[src/rtl/truth_table_sweep.sv]
// rtl/truth_table_sweep.sv - sequential truth-table sweep over all 2^N minterms
// Emits one (m, vars, s) record per stream transfer and reports the count of true minterms.
module truth_table_sweep #(
  parameter int N = 2
) (
  input  logic             clk,
  input  logic             reset,
  input  logic             start,
  input  logic [2**N-1:0]  func,
  input  logic             invert,
  output logic             out_valid,
  input  logic             out_ready,
  output logic [N-1:0]     m,
  output logic [N-1:0]     vars,
  output logic             s,
  output logic             busy,
  output logic             done,
  output logic [N:0]       ones
);

  localparam logic [N-1:0] LAST_M = '1;

  typedef enum logic [1:0] {
    IDLE  = 2'd0,
    SWEEP = 2'd1,
    DONE  = 2'd2
  } state_t;

  state_t          r_state;
  state_t          w_next;
  logic [2**N-1:0] r_func;
  logic            r_inv;
  logic [N-1:0]    r_m;
  logic [N:0]      r_ones;
  logic            w_s;
  logic            w_xfer;
  logic            w_last;

  // s is decoded only from latched state, so it never sees func or out_ready directly
  assign w_s    = r_func[r_m] ^ r_inv;
  assign w_xfer = (r_state == SWEEP) && out_ready;
  assign w_last = (r_m == LAST_M);

  always_ff @(posedge clk or posedge reset) begin
    if (reset) begin
      r_state <= IDLE;
      r_func  <= '0;
      r_inv   <= 1'b0;
      r_m     <= '0;
      r_ones  <= '0;
    end else begin
      r_state <= w_next;
      if (r_state == IDLE && start) begin
        r_func <= func;
        r_inv  <= invert;
        r_m    <= '0;
        r_ones <= '0;
      end else if (w_xfer) begin
        r_ones <= r_ones + (N+1)'(w_s);
        if (!w_last) begin
          r_m <= r_m + N'(1);
        end
      end
    end
  end

  always_comb begin
    w_next    = r_state;
    out_valid = 1'b0;
    busy      = 1'b0;
    done      = 1'b0;
    case (r_state)
      IDLE: begin
        if (start) begin
          w_next = SWEEP;
        end
      end
      SWEEP: begin
        out_valid = 1'b1;
        busy      = 1'b1;
        if (w_xfer && w_last) begin
          w_next = DONE;
        end
      end
      DONE: begin
        busy   = 1'b1;
        done   = 1'b1;
        w_next = IDLE;
      end
      default: begin
        w_next = IDLE;
      end
    endcase
  end

  assign m    = r_m;
  assign vars = r_m;
  assign s    = w_s;
  assign ones = r_ones;

endmodule

[config.mk]
export PLATFORM = sky130hd
export DESIGN_NAME = truth_table_sweep
export DESIGN_NICKNAME = d
export VERILOG_FILES = /design/src/rtl/truth_table_sweep.sv
export SDC_FILE = /design/constraint.sdc
export NUM_CORES = 1
export LEC_CHECK = 0
export CORE_MARGIN = 5
export CORE_UTILIZATION = 40
export DETAILED_ROUTE_END_ITERATION = 12
export DONT_BUFFER_PORTS = 1
export PLACE_DENSITY_LB_ADDON = 0.1
export SLEW_MARGIN = 25
export SYNTH_ARGS = -nofsm -noshare
export SYNTH_HDL_FRONTEND = slang
export SYNTH_SLANG_ARGS = --single-unit
[constraint.sdc]
create_clock -name clk -period 2.4 [get_ports clk]
set_input_delay 0.24 -clock clk [delete_from_list [all_inputs] [get_ports clk]]
set_output_delay 0.24 -clock clk [all_outputs]
set_load 0.1 [all_outputs]
Word level (Yosys, flattened, before mapping). Index checks and enable logic that the tools add are counted.

Register bits: 12. Bits of input ports: 9. Output and inout port bits: 11. Word-level logic and storage cells: 36.

$add $sub $neg: 2. $lt $le $gt $ge: 1. Equality and inequality tests: 6. Multiplexer cells: 13. Bitwise gates (word level): 1. Reductions and logical operators: 8.

Operator list (number): 2-bit 2-to-1 mux (5); 3-bit 2-to-1 mux (2); 2-bit equality test (second input constant) (2); 1-bit 2-to-1 mux (4); 2-bit by 1-bit != test with 1-bit output (second input constant) (2); 2-bit case mux with 2 select lines (1); 2-bit AND reduction (2); 3-bit by 1-bit adder with 3-bit output (1); 1-bit logical AND (3); 2-bit by 3-bit less-than comparator with 1-bit output (second input constant) (1); 2-bit by 1-bit adder with 2-bit output (second input constant) (1); 1-bit binary-select mux with 2-bit select (1); 2-bit by 1-bit equality test with 1-bit output (second input constant) (1); 2-bit zero test (1); 2-bit != test (second input constant) (1); 2-bit nonzero test (1); 2-bit OR reduction (1); 1-bit bitwise XOR (1).

Logic depth before layout (Yosys ltp).
Word-level depth: 6. Gate-level depth with buffers: 7. Gate-level depth less buffers: 7.

Worst setup path before layout. OpenSTA, ideal clock, no wires.

Path kind: register to register. Start point: register r_m[0], in the netlist m[0]. End point: register r_ones[2], in the netlist ones[2]. Setup time: 0.074 ns. Data arrival time: 3.915 ns. Data required time: 2.326 ns. Slack: -1.589 ns. Cell stages (with the launch flop): 8. Path buffers: 0. Clock period less this slack: 3.989 ns. Path through: dfrtp_1 -> mux4_2 -> xor2_1 -> ha_1 -> ha_1 -> nand3_1 -> xor2_1 -> nor2_1.

Word-level cells in the longest chain between the ends: 6.

RTL lines: start: declaration (line 33) `logic [N-1:0] r_m;`; start signal: assignment (line 61) `r_m <= r_m + N'(1);`; 1-bit binary-select mux with 2-bit select (line 40) `assign w_s = r_func[r_m] ^ r_inv;`; 1-bit 2-to-1 mux (implied by the code) (line 40); 1-bit bitwise XOR (line 40); named net s (line 15) `output logic s,`; 3-bit by 1-bit adder with 3-bit output (line 59) `r_ones <= r_ones + (N+1)'(w_s);`; 3-bit 2-to-1 mux (line 58) `end else if (w_xfer) begin`; 3-bit 2-to-1 mux (line 53) `if (r_state == IDLE && start) begin`; end signal: assignment (line 59); end: declaration (line 34) `logic [N:0] r_ones;`.

The timed path passes the listed nets, and every way through them passes these cells. The select of a mux whose other input is x is not followed. A chain may end at the register's enable or synchronous reset.

Worst setup path in the final report.
Start point: register r_m[0], in the netlist m[0]. End point: register r_ones[2], in the netlist ones[2].

Word-level cells in the longest chain between the ends: 6.

RTL lines (line): 1-bit binary-select mux with 2-bit select (40); 1-bit 2-to-1 mux (implied by the code) (40); 1-bit bitwise XOR (40); 3-bit by 1-bit adder with 3-bit output (59); 3-bit 2-to-1 mux (58); 3-bit 2-to-1 mux (53).

Every way passes these cells. The select of a mux whose other input is x is not followed.

==> metrics <==
status=finished, final reports clean; Setup crit end kind=register; unrepaired setup endpoints after global routing=no; first drt pass iteration count=4; hold path depth=2; Met3 Routed Length=95 um; I/O Pins=20; Starting Density=about 42%; Clock Path Buffers=2; top layer used by detailed routing=met4; Wirelength per Cell=15.4 um; clk_skew=0.00139 ns; Synth area leader=dfrtp_1; register area share after synthesis=between 40 and 50%; min-delay src=out_ready; CTS buffer count=3; TritonCTS clock tree=yes; YS warnings=0; Yosys reg bits=12; CP arrival=2.13 ns; hold worst-path end=ones[1]; Slew @ Worst Pin=0.570 ns; Final #Nets=83; layout cells sized above 1=36.9%; Yosys cell types=16; placed cell area=737 sq um; post-DR vias/cell=5.46; multi-input logic area=333 sq um; Reg-to-Reg Start=m[0]; drt total wl=1250 um; worst path required time=2.55 ns; Post-Layout Inst Area=between 700 and 800 sq um; slowest cell delay on critical path=0.56 ns; Synth top area share=46.5%; endpoints failing hold=0; Die Ht=50.2 um; initial antenna violation count=0; Rows=14; maxcap violations=0; number of clock sinks=12; wl on met1=485 um; ANT cells=0; clk_lat worst skew=0.27 ns; crit path max-delay cell type=mux4_2; Reg-to-Reg End=ones[2]; commonest non-fill, non-tap cells in the layout=10 x dfrtp_1, 9 x buf_4, 8 x ha_1; Final min period=slightly below 2 ns; reg-to-reg slack, setup=0.42 ns; max-slew violations=0; core area=1520 sq um; first-pass GRT wire length=slightly above 2000 um; htree depth=1; Synth area leaders=dfrtp_1 47%, ha_1 16%, mux2_2 12%, xor2_1 4.1%, mux4_2 3.5%; HP Class=in2reg; Post-Syn Nets=slightly above 70; Syn Inst Count=54; die area=2520 sq um; die width=50.2 um; # DRC=0; Congestion Overflow GR=0; Post-DP HPWL=1020 um; Routed met2 length=652 um; synthesis-to-finish area growth=21.3%; total global-route track usage=between 10% and 20%; # fillers=140; fmax=approximately 500 MHz; fin crit share=between 80 and 90%; Final Setup Violations=0; CP cell instances=mux4_2, xor2_4, ha_1, ha_1, nand3_1, xor2_1, nor2_1; gpl congestion=a little under 0.7; Initial DRC Count=12; setup_tns=0 ns; Reg clk slew, reported paths=0.08 ns; PortBufs=0; most used cell, CP=ha_1; Vias=approximately 440; path type of the worst setup path=reg2reg; vias in the first global route=474; register area=305 sq um; mapped cell area=646 sq um; Slew HR=62.0%; pin count of the biggest net entering global routing=13; commonest non-fill, non-tap cell in the layout=dfrtp_1; FF-to-FF path depth=7; postcts setup bufs=0; startpoint type of the worst setup path=register; Clk Tree Root Cell=clkbuf_4; crit path max fanout=2; syn avg cell area=12.0 sq um; Routed Antenna Nets=0
==> final cells by class <==
cell class	instances	area share [%]
clock buffer	4	4.63
inverter	3	1.44
timing repair buffer	10	9.90
tap	16	2.56
multi-input combinational	36	42.5
sequential	12	39.0
==> synth_stat cells <==
master,count
a21oi_1,3
and2_1,1
buf_2,1
buf_4,2
dfrtp_1,12
ha_1,8
inv_1,3
mux2_2,7
mux2i_1,1
mux4_2,1
nand2_1,4
nand3_1,3
nand3b_1,1
nor2_1,3
nor2b_1,1
xor2_1,3
==> state kept, by name, summed over array words and instances (netlist names) <==
signal,cells
ones,3
m,2
r_func,4
r_state,2
r_inv,1
==> cell families (layout without fill, tap and decap cells) <==
| group | count (synthesis) | in the layout | share of synthesized area (%) |
|---|---|---|---|
| AO/OA/AOI/OAI | 3 | 3 | 2.32 |
| XOR/XNOR | 3 | 3 | 4.07 |
| adder cells (fa/ha/maj) | 8 | 8 | 15.5 |
| buffers and inverters | 6 | 17 | 4.84 |
| flip-flops | 12 | 12 | 46.5 |
| multiplexers | 9 | 9 | 17.2 |
| AND/OR/NAND/NOR | 13 | 13 | 9.50 |
==> critical path, delay by kind of cell, from the launching register on <==
| kind | cells | cell delay [ns] |
|---|---|---|
| mux | 1 | 0.56 |
| flops | 1 | 0.42 |
| fa+ha+maj | 2 | 0.39 |
| xor+xnor | 2 | 0.35 |
| simple gates | 2 | 0.14 |
==> routing by layer <==
metal / global-route usage, % / vias to the layer above
li1: - / 200
met1: 11.2 / 226
met2: 18.4 / 14
met3: 4.14 / 2
met4: 6.55 / 0
met5: 0 / -
==> worst max-delay path by stage <==
stage / start / endpoint / slack, ns / depth (start not counted)
finish: m[0] / ones[2] / 0.42 / 7
global route: m[0] / ones[2] / 0.32 / 7
CTS: m[0] / ones[2] / 0.40 / 7
detailed placement: m[0] / ones[2] / 0.41 / 7
global placement: m[0] / ones[2] / 0.47 / 7
floorplan: m[0] / ones[2] / -0.28 / 7
==> stage by stage <==
| stage | util [%] | hold WS [ns] | std cells | setup WS (ns) |
|---|---|---|---|---|
| final | 51.4 | 0.105 | 81 | 0.417 |
| after global routing | 51.4 | 0.0997 | 81 | 0.320 |
| after CTS | 51.4 | 0.105 | 81 | 0.397 |
| after detailed placement | 48.4 | 0.165 | 76 | 0.408 |
| after global placement | 48.4 | 0.146 | 76 | 0.469 |
| after floorplan | - | 0.105 | 54 | -0.282 |
==> repair_timing <==
action | in CTS | in global routing
hold buffers | 1 | 0
endpoints found under the hold margin | 12 | 0
resized for setup | 0 | 0
Power is left out: the tool's default activity adds up to more than one toggle a clock period on the data nets, which glitch-free logic cannot reach.
